### config.mk
export PLATFORM = sky130hd
export DESIGN_NAME = ball_axis_ctrl
export DESIGN_NICKNAME = d
export VERILOG_FILES = /design/src/rtl/ball_axis_ctrl.sv
export SDC_FILE = /design/constraint.sdc
export NUM_CORES = 1
export LEC_CHECK = 0
export CORE_ASPECT_RATIO = 0.5
export CORE_MARGIN = 2
export CORE_UTILIZATION = 41
export CTS_BUF_LIST = sky130_fd_sc_hd__clkbuf_4
export CTS_CLUSTER_DIAMETER = 150
export DETAILED_ROUTE_END_ITERATION = 6
export GPL_TIMING_DRIVEN = 0
export MAX_ROUTING_LAYER = met4
export PLACE_DENSITY = 0.95
export SLEW_MARGIN = 0
export SYNTH_ARGS = -nofsm -noshare
export SYNTH_HDL_FRONTEND = slang
export SYNTH_SLANG_ARGS = --single-unit
export TNS_END_PERCENT = 50
### constraint.sdc
create_clock -name CLK -period 5 [get_ports CLK]
set_input_delay 1 -clock CLK [delete_from_list [all_inputs] [get_ports CLK]]
set_output_delay 1 -clock CLK [all_outputs]
set_load 0.01 [all_outputs]
### src/rtl/ball_axis_ctrl.sv
`default_nettype none
// ============================================================================
//  Module   : ball_axis_ctrl
//  Purpose  : Per-axis ball motion controller. Holds the committed position
//             and signed velocity of one axis. Each frame tick issues one
//             request to the downstream 2-stage bounded-position pipeline,
//             waits out its latency, commits the clamped position, and
//             reflects the velocity on wall contact.
//  Ports    : CLK, RST (sync, active-high)
//             tick, serve                     - control strobes
//             initPos, initSpeed              - values loaded on serve
//             lowerBound, upperBound          - clamp limits
//             dir, speed, boundary, currentPos - request to pipeline
//             boundedNextPos                  - clamped result from pipeline
//             pos, busy, done, hitUpper, hitLower, overrun - status
//  Options  : BALL_AXIS_SPEEDUP_EN - each bounce increases the velocity
//             magnitude by 1, saturating at MAX_SPEED.
//  Revision : 1.0 - initial release
// ============================================================================
module ball_axis_ctrl #(
  parameter int POS_LOG_SIZE = 10,
  parameter int MAX_SPEED    = 15
) (
  input  logic                    CLK,
  input  logic                    RST,
  input  logic                    tick,
  input  logic                    serve,
  input  logic [POS_LOG_SIZE-1:0] initPos,
  input  logic [4:0]              initSpeed,
  input  logic [POS_LOG_SIZE-1:0] lowerBound,
  input  logic [POS_LOG_SIZE-1:0] upperBound,
  output logic                    dir,
  output logic [4:0]              speed,
  output logic [POS_LOG_SIZE-1:0] boundary,
  output logic [POS_LOG_SIZE-1:0] currentPos,
  input  logic [POS_LOG_SIZE-1:0] boundedNextPos,
  output logic [POS_LOG_SIZE-1:0] pos,
  output logic                    busy,
  output logic                    done,
  output logic                    hitUpper,
  output logic                    hitLower,
  output logic                    overrun
);

`ifdef BALL_AXIS_SPEEDUP_EN
  localparam bit C_SPEEDUP_ON = 1'b1;
`else
  localparam bit C_SPEEDUP_ON = 1'b0;
`endif

  // Without speed-up the ceiling of 15 only matters for -16, whose
  // reflection is not representable and becomes +15.
  localparam logic [5:0] C_SPEED_CEIL = C_SPEEDUP_ON ? 6'(MAX_SPEED) : 6'd15;
  localparam logic [5:0] C_SPEED_STEP = C_SPEEDUP_ON ? 6'd1 : 6'd0;

  typedef enum logic [2:0] {
    ST_IDLE   = 3'd0,
    ST_ISSUE  = 3'd1,
    ST_WAIT1  = 3'd2,
    ST_WAIT2  = 3'd3,
    ST_COMMIT = 3'd4
  } state_t;

  state_t                    state_q, state_d;
  logic [POS_LOG_SIZE-1:0]   pos_q, pos_d;
  logic [4:0]                speed_q, speed_d;
  logic                      overrun_q, overrun_d;
  logic                      done_q, done_d;
  logic                      hit_upper_q, hit_upper_d;
  logic                      hit_lower_q, hit_lower_d;

  logic                      w_dir;
  logic [POS_LOG_SIZE-1:0]   w_boundary;
  logic                      w_busy;
  logic                      w_hit;
  logic [5:0]                w_speed_ext;
  logic [5:0]                w_mag;
  logic [5:0]                w_mag_new;
  logic [4:0]                w_mag_sat;
  logic [4:0]                w_refl_speed;

  assign w_dir      = ~speed_q[4];
  assign w_boundary = w_dir ? upperBound : lowerBound;
  assign w_busy     = (state_q != ST_IDLE);
  assign w_hit      = (boundedNextPos == w_boundary) && (speed_q != 5'd0);

  // Reflection: work on the magnitude in 6 bits so that -16 has a
  // representable magnitude, then saturate and apply the opposite sign.
  assign w_speed_ext  = {speed_q[4], speed_q};
  assign w_mag        = speed_q[4] ? (6'd0 - w_speed_ext) : w_speed_ext;
  assign w_mag_new    = w_mag + C_SPEED_STEP;
  assign w_mag_sat    = (w_mag_new > C_SPEED_CEIL) ? C_SPEED_CEIL[4:0] : w_mag_new[4:0];
  assign w_refl_speed = speed_q[4] ? w_mag_sat : (5'd0 - w_mag_sat);

  always_comb begin
    state_d     = state_q;
    pos_d       = pos_q;
    speed_d     = speed_q;
    overrun_d   = overrun_q;
    done_d      = 1'b0;
    hit_upper_d = 1'b0;
    hit_lower_d = 1'b0;

    if (serve) begin
      // Serve aborts any update in flight; a coincident tick is dropped.
      pos_d     = initPos;
      speed_d   = initSpeed;
      state_d   = ST_IDLE;
      overrun_d = 1'b0;
    end else begin
      if (tick && w_busy) begin
        overrun_d = 1'b1;
      end
      case (state_q)
        ST_IDLE:   if (tick) state_d = ST_ISSUE;
        ST_ISSUE:  state_d = ST_WAIT1;
        ST_WAIT1:  state_d = ST_WAIT2;
        ST_WAIT2:  state_d = ST_COMMIT;
        ST_COMMIT: begin
          pos_d   = boundedNextPos;
          done_d  = 1'b1;
          state_d = ST_IDLE;
          if (w_hit) begin
            speed_d     = w_refl_speed;
            hit_upper_d = w_dir;
            hit_lower_d = ~w_dir;
          end
        end
        default:   state_d = ST_IDLE;
      endcase
    end
  end

  always_ff @(posedge CLK) begin
    if (RST) begin
      state_q     <= ST_IDLE;
      pos_q       <= '0;
      speed_q     <= '0;
      overrun_q   <= 1'b0;
      done_q      <= 1'b0;
      hit_upper_q <= 1'b0;
      hit_lower_q <= 1'b0;
    end else begin
      state_q     <= state_d;
      pos_q       <= pos_d;
      speed_q     <= speed_d;
      overrun_q   <= overrun_d;
      done_q      <= done_d;
      hit_upper_q <= hit_upper_d;
      hit_lower_q <= hit_lower_d;
    end
  end

  assign dir        = w_dir;
  assign speed      = speed_q;
  assign boundary   = w_boundary;
  assign currentPos = pos_q;
  assign pos        = pos_q;
  assign busy       = w_busy;
  assign done       = done_q;
  assign hitUpper   = hit_upper_q;
  assign hitLower   = hit_lower_q;
  assign overrun    = overrun_q;

endmodule
`default_nettype wire

==> metrics.yaml, run 1 <==
final_cell_mix: "clkdlybuf4s50_1, nor2_1, dfxtp_1, a21oi_1, mux2i_1"
slew_headroom_pct: 66.7
whs_endpoint: "overrun"
mostFrequentLayoutCell: "clkdlybuf4s50_1"
arrival_ns: 2.21
detail-route-antenna-nets: 0
syn_to_final_growth_pct: 69.5
grt_pass1_vias: 1510
rr_endpoint: "speed[3]"
swShare_pct: 27.2
p_clk_share_pct: 28.4
clkTransAtPathRegs_ns: 0.15
power.leakage_nw: 0.930
fp-row-count: 15
slowest_stage: "clkdlybuf4s50_1"
die_y_um: 45.8
cts.sinks: 22
hold_depth: 2
clk_path_buf_depth: 2
fin_area_mm2: 0.00243
crit_buf_inv: 3
vias: 1565
hold_path.class: "register to register"
status: "finished clean"
synthFlopType: "dfxtp_1"
max_clock_freq_mhz: 312
start_util_pct: 42.2
r2r-start: "speed[4]"
layout.nets: 313
hold_violations: 0
cp-end-kind: "primary output"
antenna_found_initial: 0
power_frac_seq_pct: 38.6
setup_violations: 0
reg2reg_depth: 8
grt_max_degree: 14
layout-drive-gt1-share_pct: 13.7
dieArea_mm2: 0.00402
synthesis.area_mm2: 0.00144
slowest_delay_ns: 0.48
yosysSeqAreaShare_pct: 30.7
start_kind: "input pin"
ys_ff_latch: 22
cts-root-buf: "clkbuf_4"
yosys_warnings: 0
synthArstFlopShare_pct: 0
comb_power_share_pct: 33.0
rrSetupSlack_ns: 2.74
routed_wirelength_um: 4560
postPlaceCellArea_mm2: 0.00238
gp_congestion: 0.838
fp.coreArea_mm2: 0.00340
crit_path_frequent_cell: "clkdlybuf4s50_1"
syn_nets: 220
met2_length_um: 2380
drtIter0Drc: 54
slew_viol_final: 0
criticalPathCategory: "input pin to primary output"
syn_area_per_cell_um2: 8.44
synth-edff-count: 0
path_cells: "clkdlybuf4s50_1 -> mux2i_1 -> inv_1 -> clkdlybuf4s50_1"
rsz0062_at_grt: "false"
clkLatencyLatePin_ns: 0.33
p_int_w: 0.000362
required_ns: 4.00
cts-resized-gates: 0
final.setup.tns_ns: 0
num_antenna_cells: 0
synthCells: 170
die_w_um: 87.7
wl_met3_um: 266
crit_family: "buffers and inverters"
cts.htree.levels: 1
cts_tree: "yes"
grt-ovfl-total: 0
post-route-drc-count: 0
ys_types: 40
hold_start: "overrun"
vias_per_cell: 5.00
post-cts-setup-buffers: 0
clock_skew_ns: 0.0234
cp_max_fo: 2
period_needed_ns: 3.21
numCtsBuffers: 3
portBuffers: 88
wl_met1_um: 1800
track_usage_pct: 22.7
powerDensity_mw_per_mm2: 204
power.net_switching_w: 0.000135
worstMarginPinSlew_ns: 0.499
io-pin-count: 90
routed.top_layer: "met4"
hold_buffers: 0
avgRoutedWirePerCell_um: 14.6
maxCapViolCount: 0
fin_crit_sh_pct: 64.2
hpwl_um: 3560
vdd.ir_drop.worst_uv: 137
grt_pass1_wl_um: 6810
dr.pass1.iters: 4
-- layout make-up --
type	count	area, um2
Sequential cell	22	440
Fill cell	250	965
Inverter	6	22.5
Clock inverter	1	30.0
Clock buffer	3	22.5
Tap cell	51	63.8
Timing Repair Buffer	88	881
Multi-Input combinational cell	122	836
Buffer	20	136
-- metrics by stage --
step / std cells / hold slack (ns) / utilization (%) / setup WS, ns / total power, W
after floorplan: 170 / 0.449 / - / 2.52 / 0.000268
after global placement: 309 / 0.455 / 70.1 / 1.81 / 0.000352
after detailed placement: 309 / 0.468 / 70.1 / 1.77 / 0.000358
after CTS: 313 / 0.512 / 71.6 / 1.77 / 0.000499
after global routing: 313 / 0.535 / 71.6 / 1.71 / 0.000520
final: 313 / 0.505 / 71.6 / 1.79 / 0.000497
-- routing by layer --
layer,up-vias,track usage [%]
li1,750,-
met1,737,25.5
met2,66,42.9
met3,12,3.62
met4,0,6.46
met5,-,-
-- flip-flops by register name, summed over array words and instances (netlist names) --
signal      cells
currentPos     10
overrun         1
hitUpper        1
hitLower        1
state_q         3
speed           5
done            1
-- cells in the mapped netlist (all sizes together), types with 4 or more instances --
library cell	instances	area (um2)
a21oi	14	70.1
buf	14	114
clkbuf	6	22.5
dfxtp	22	440
inv	6	22.5
mux2	11	135
mux2i	11	110
nand2	7	26.3
nor2	31	116
nor3	10	60.1
nor4	4	37.5
xor2	10	95.1
-- worst max path at each step --
stage,startpoint,endpoint,cells past startpoint
after global placement,lowerBound[2],boundary[2],4
final,lowerBound[2],boundary[2],4
after global routing,lowerBound[2],boundary[2],4
after CTS,lowerBound[2],boundary[2],4
after detailed placement,lowerBound[2],boundary[2],4
after floorplan,lowerBound[8],speed[3],7
-- worst reg2reg max path: cells and delay by family, from the launching register on --
family / cells / cell delay, ns
AND/OR/NAND/NOR: 3 / 0.66
multiplexers: 2 / 0.62
flip-flops: 1 / 0.43
buffers and inverters: 2 / 0.33
XOR/XNOR: 1 / 0.16
-- power groups by stage --
stage,clock network [W],logic (W),registers [W]
5_1_grt,0.000151,0.000176,0.000193
3_3_place_gp,0,0.000158,0.000195
3_5_place_dp,0,0.000163,0.000195
4_1_cts,0.000143,0.000164,0.000192
6_report,0.000141,0.000164,0.000192
2_1_floorplan,0,0.0000704,0.000197
-- logic make-up after synthesis --
group	count (synthesis)	synth area share, %
AOI/OAI and AO/OA	23	9.76
DFF	22	30.7
adders and majority gates	1	0.872
buffers and inverters	26	11.1
xor gates and xnor gates	12	7.85
and+or+nand+nor	64	22.7
muxes	22	17.1
(Power assumes the default switching activity.)
==> run 2: changes to the inputs <==
--- a/config.mk
+++ b/config.mk
@@ -7,13 +7,13 @@
 export LEC_CHECK = 0
 export CORE_ASPECT_RATIO = 0.5
 export CORE_MARGIN = 2
-export CORE_UTILIZATION = 41
+export CORE_UTILIZATION = 38
 export CTS_BUF_LIST = sky130_fd_sc_hd__clkbuf_4
 export CTS_CLUSTER_DIAMETER = 150
 export DETAILED_ROUTE_END_ITERATION = 6
 export GPL_TIMING_DRIVEN = 0
 export MAX_ROUTING_LAYER = met4
-export PLACE_DENSITY = 0.95
+export PLACE_DENSITY = 0.92
 export SLEW_MARGIN = 0
 export SYNTH_ARGS = -nofsm -noshare
 export SYNTH_HDL_FRONTEND = slang
==> constraint.sdc (replaced) <==
create_clock -name CLK -period 3.4 [get_ports CLK]
set_input_delay 0.68 -clock CLK [delete_from_list [all_inputs] [get_ports CLK]]
set_output_delay 0.68 -clock CLK [all_outputs]
set_load 0.01 [all_outputs]
==> run 2 against run 1 <==
Compared with the run above:
- power is 31% higher
- design area down 1.1%
- sequential share of layout area grew 0.20 points
==> metrics.yaml, run 2 (synthesis results as in run 1) <==
slew_headroom_pct: 65.8  # -0.95 points
vias_per_cell: 4.89  # -2.1%
dr.pass1.iters: 4  # unchanged
swShare_pct: 30.2  # +2.9 points
dieArea_mm2: 0.00431  # +7.4%
clkTransAtPathRegs_ns: 0.13  # -0.02 ns
p_clk_share_pct: 19.9  # -8.5 points
syn_to_final_growth_pct: 67.7
criticalPathCategory: "input pin to primary output"
cts-root-buf: "clkbuf_4"
numCtsBuffers: 3  # unchanged
cts.htree.levels: 1  # unchanged
crit_family: "buffers and inverters"
crit_path_frequent_cell: "clkdlybuf4s50_1"
num_antenna_cells: 0  # unchanged
setup_violations: 0  # unchanged
grt_pass1_wl_um: 6600  # -3.0%
cts_tree: "yes"
period_needed_ns: 2.59
gp_congestion: 0.850  # +1.4%
multi_input_area_um2: 836  # unchanged
max_clock_freq_mhz: 386
cts-resized-gates: 0  # unchanged
cts.sinks: 22  # unchanged
fp.coreArea_mm2: 0.00353  # +3.9%
hold_depth: 2  # unchanged
final_cell_mix: "clkdlybuf4s50_1, nor2_1, dfxtp_1, a21oi_1, mux2i_1"
cp_max_fo: 2  # unchanged
clock_skew_ns: 0.0137  # -0.00967 ns
comb_power_share_pct: 37.0  # +4.0 points
largest_register_ffs: 10  # unchanged
grt_pass1_vias: 1465  # -3.0%
arrival_ns: 1.91  # -0.30 ns
vdd.ir_drop.worst_uv: 135  # -1.9%
fin_crit_sh_pct: 76.1
whs_endpoint: "overrun"
hold_buffers: 0  # unchanged
rsz0062_at_grt: "false"
io-pin-count: 90  # unchanged
hold_start: "overrun"
die_y_um: 47.5  # +3.5%
hpwl_um: 3660  # +2.7%
power.net_switching_w: 0.000197  # +45%
final.setup.tns_ns: 0  # unchanged
fp-row-count: 15  # unchanged
worstMarginPinSlew_ns: 0.513  # +0.0143 ns
status: "finished clean"
vias: 1532  # -2.1%
reg2reg_depth: 9  # +1
die_w_um: 90.9  # +3.7%
p_int_w: 0.000456  # +26%
hold_path.class: "register to register"
path_cells: "clkdlybuf4s50_1 -> mux2i_1 -> inv_1 -> clkdlybuf4s50_1"
fin_ws_ns: 0.813  # -0.979 ns
layout-drive-gt1-share_pct: 13.4  # -0.38 points
start_kind: "input pin"
track_usage_pct: 20.2  # -2.6 points
fillCellCount: 273  # +9.2%
powerDensity_mw_per_mm2: 271  # +33%
grt_max_degree: 13  # -1
detail-route-antenna-nets: 0  # unchanged
rrSetupSlack_ns: 1.19  # -1.55 ns
maxCapViolCount: 0  # unchanged
power_frac_seq_pct: 43.1  # +4.5 points
final-seq-area_um2: 440  # unchanged
instances_no_fill: 313  # unchanged
clkLatencyLatePin_ns: 0.33  # about the same
drtIter0Drc: 48  # -11%
crit_buf_inv: 3  # unchanged
slew_viol_final: 0  # unchanged
post-cts-setup-buffers: 0  # unchanged
avgRoutedWirePerCell_um: 14.5  # -0.59%
post-route-drc-count: 0  # unchanged
rr_endpoint: "speed[2]"
antenna_found_initial: 0  # unchanged
hold_violations: 0  # unchanged
portBuffers: 88  # unchanged
cp-end-kind: "primary output"
mostFrequentLayoutCell: "clkdlybuf4s50_1"
r2r-start: "speed[0]"
slowest_delay_ns: 0.48  # about the same
clk_path_buf_depth: 2  # unchanged
grt-ovfl-total: 0  # unchanged
power.leakage_nw: 0.918  # -1.4%
slowest_stage: "clkdlybuf4s50_1"
routed_wirelength_um: 4530  # -0.59%
required_ns: 2.72  # -1.28 ns
start_util_pct: 40.7  # -1.6 points
layout.nets: 313  # unchanged
dp.cells: 309  # unchanged
place_ws_ns: 0.687  # -1.09 ns
[run 2: changes by cell type in the layout (fill, tap and decap cells not counted), sizes merged]
| cell | delta |
|---|---|
| clkinv | +1 |
| bufinv | -1 |
[run 2: worst max-delay path by stage]
| stage | startpoint | to | slack, ns | cells after the start |
|---|---|---|---|---|
| after floorplan | lowerBound[8] | speed[3] | 1.24 | 7 |
| after global placement | lowerBound[8] | speed[2] | 0.73 | 8 |
| after detailed placement | lowerBound[8] | speed[3] | 0.69 | 8 |
| after CTS | lowerBound[2] | boundary[2] | 0.82 | 4 |
| after global routing | lowerBound[2] | boundary[2] | 0.75 | 4 |
| final | lowerBound[2] | boundary[2] | 0.81 | 4 |
[run 2: cell type report]
type / count / share of cell area [%]
timing repair buffer: 88 / 36.6
multi-input combinational: 122 / 34.7
sequential: 22 / 18.3
buffer: 20 / 5.67
tap: 51 / 2.65
clock buffer: 3 / 0.936
inverter: 6 / 0.936
clock inverter: 1 / 0.156
[run 2: power groups by stage]
| stage | clock network [W] | registers [W] | logic, W |
|---|---|---|---|
| after floorplan | 0 | 0.000290 | 0.000104 |
| final | 0.000130 | 0.000281 | 0.000242 |
| after global routing | 0.000137 | 0.000283 | 0.000258 |
| after global placement | 0 | 0.000286 | 0.000232 |
| after CTS | 0.000133 | 0.000281 | 0.000242 |
| after detailed placement | 0 | 0.000287 | 0.000241 |
[run 2: metrics by stage]
stage               area [um2]  hold slack, ns  utilization, %  total power [W]
global placement          2380           0.454            67.4         0.000518
CTS                       2410           0.495            68.2         0.000656
floorplan                 1440           0.449               -         0.000394
finish                    2410           0.496            68.2         0.000653
detailed placement        2380           0.470            67.4         0.000527
global route              2410           0.540            68.2         0.000679
[run 2: worst register-to-register path, cell delays in order, from the launching register on]
cell     delay [ns]
dfxtp_1        0.46
inv_1          0.08
ha_1           0.24
inv_1          0.13
o41ai_2        0.09
nor4_2         0.35
and4_1         0.28
buf_6          0.13
mux2_1         0.32
o21ai_1        0.07
[run 2: per-layer routing]
layer | routed length (um) | vias to the layer above | global-route usage (%)
li1 | - | 752 | -
met1 | 1820 | 724 | 22.6
met2 | 2480 | 47 | 39.3
met3 | 196 | 9 | 3.62
met4 | 40 | 0 | 5.45
met5 | 0 | - | -
==> run 3: changes to the inputs <==
==> constraint.sdc (replaced) <==
create_clock -name CLK -period 2.68 [get_ports CLK]
set_input_delay 0.536 -clock CLK [delete_from_list [all_inputs] [get_ports CLK]]
set_output_delay 0.536 -clock CLK [all_outputs]
set_load 0.01 [all_outputs]
==> results of run 3 <==
The final DEF is identical to that of run 2. Status: finished clean.
Among the figures that moved: setup slack after placement 0.687 ns -> 0.111 ns; setup slack after layout 0.813 ns -> 0.353 ns; start point of the critical path lowerBound[2] -> speed[4]; end point of the critical path boundary[2] -> boundary[5]; register-to-register setup slack 1.19 ns -> 0.47 ns; total power 0.000653 W -> 0.000828 W; worst IR drop on VDD 135 uV -> 171 uV
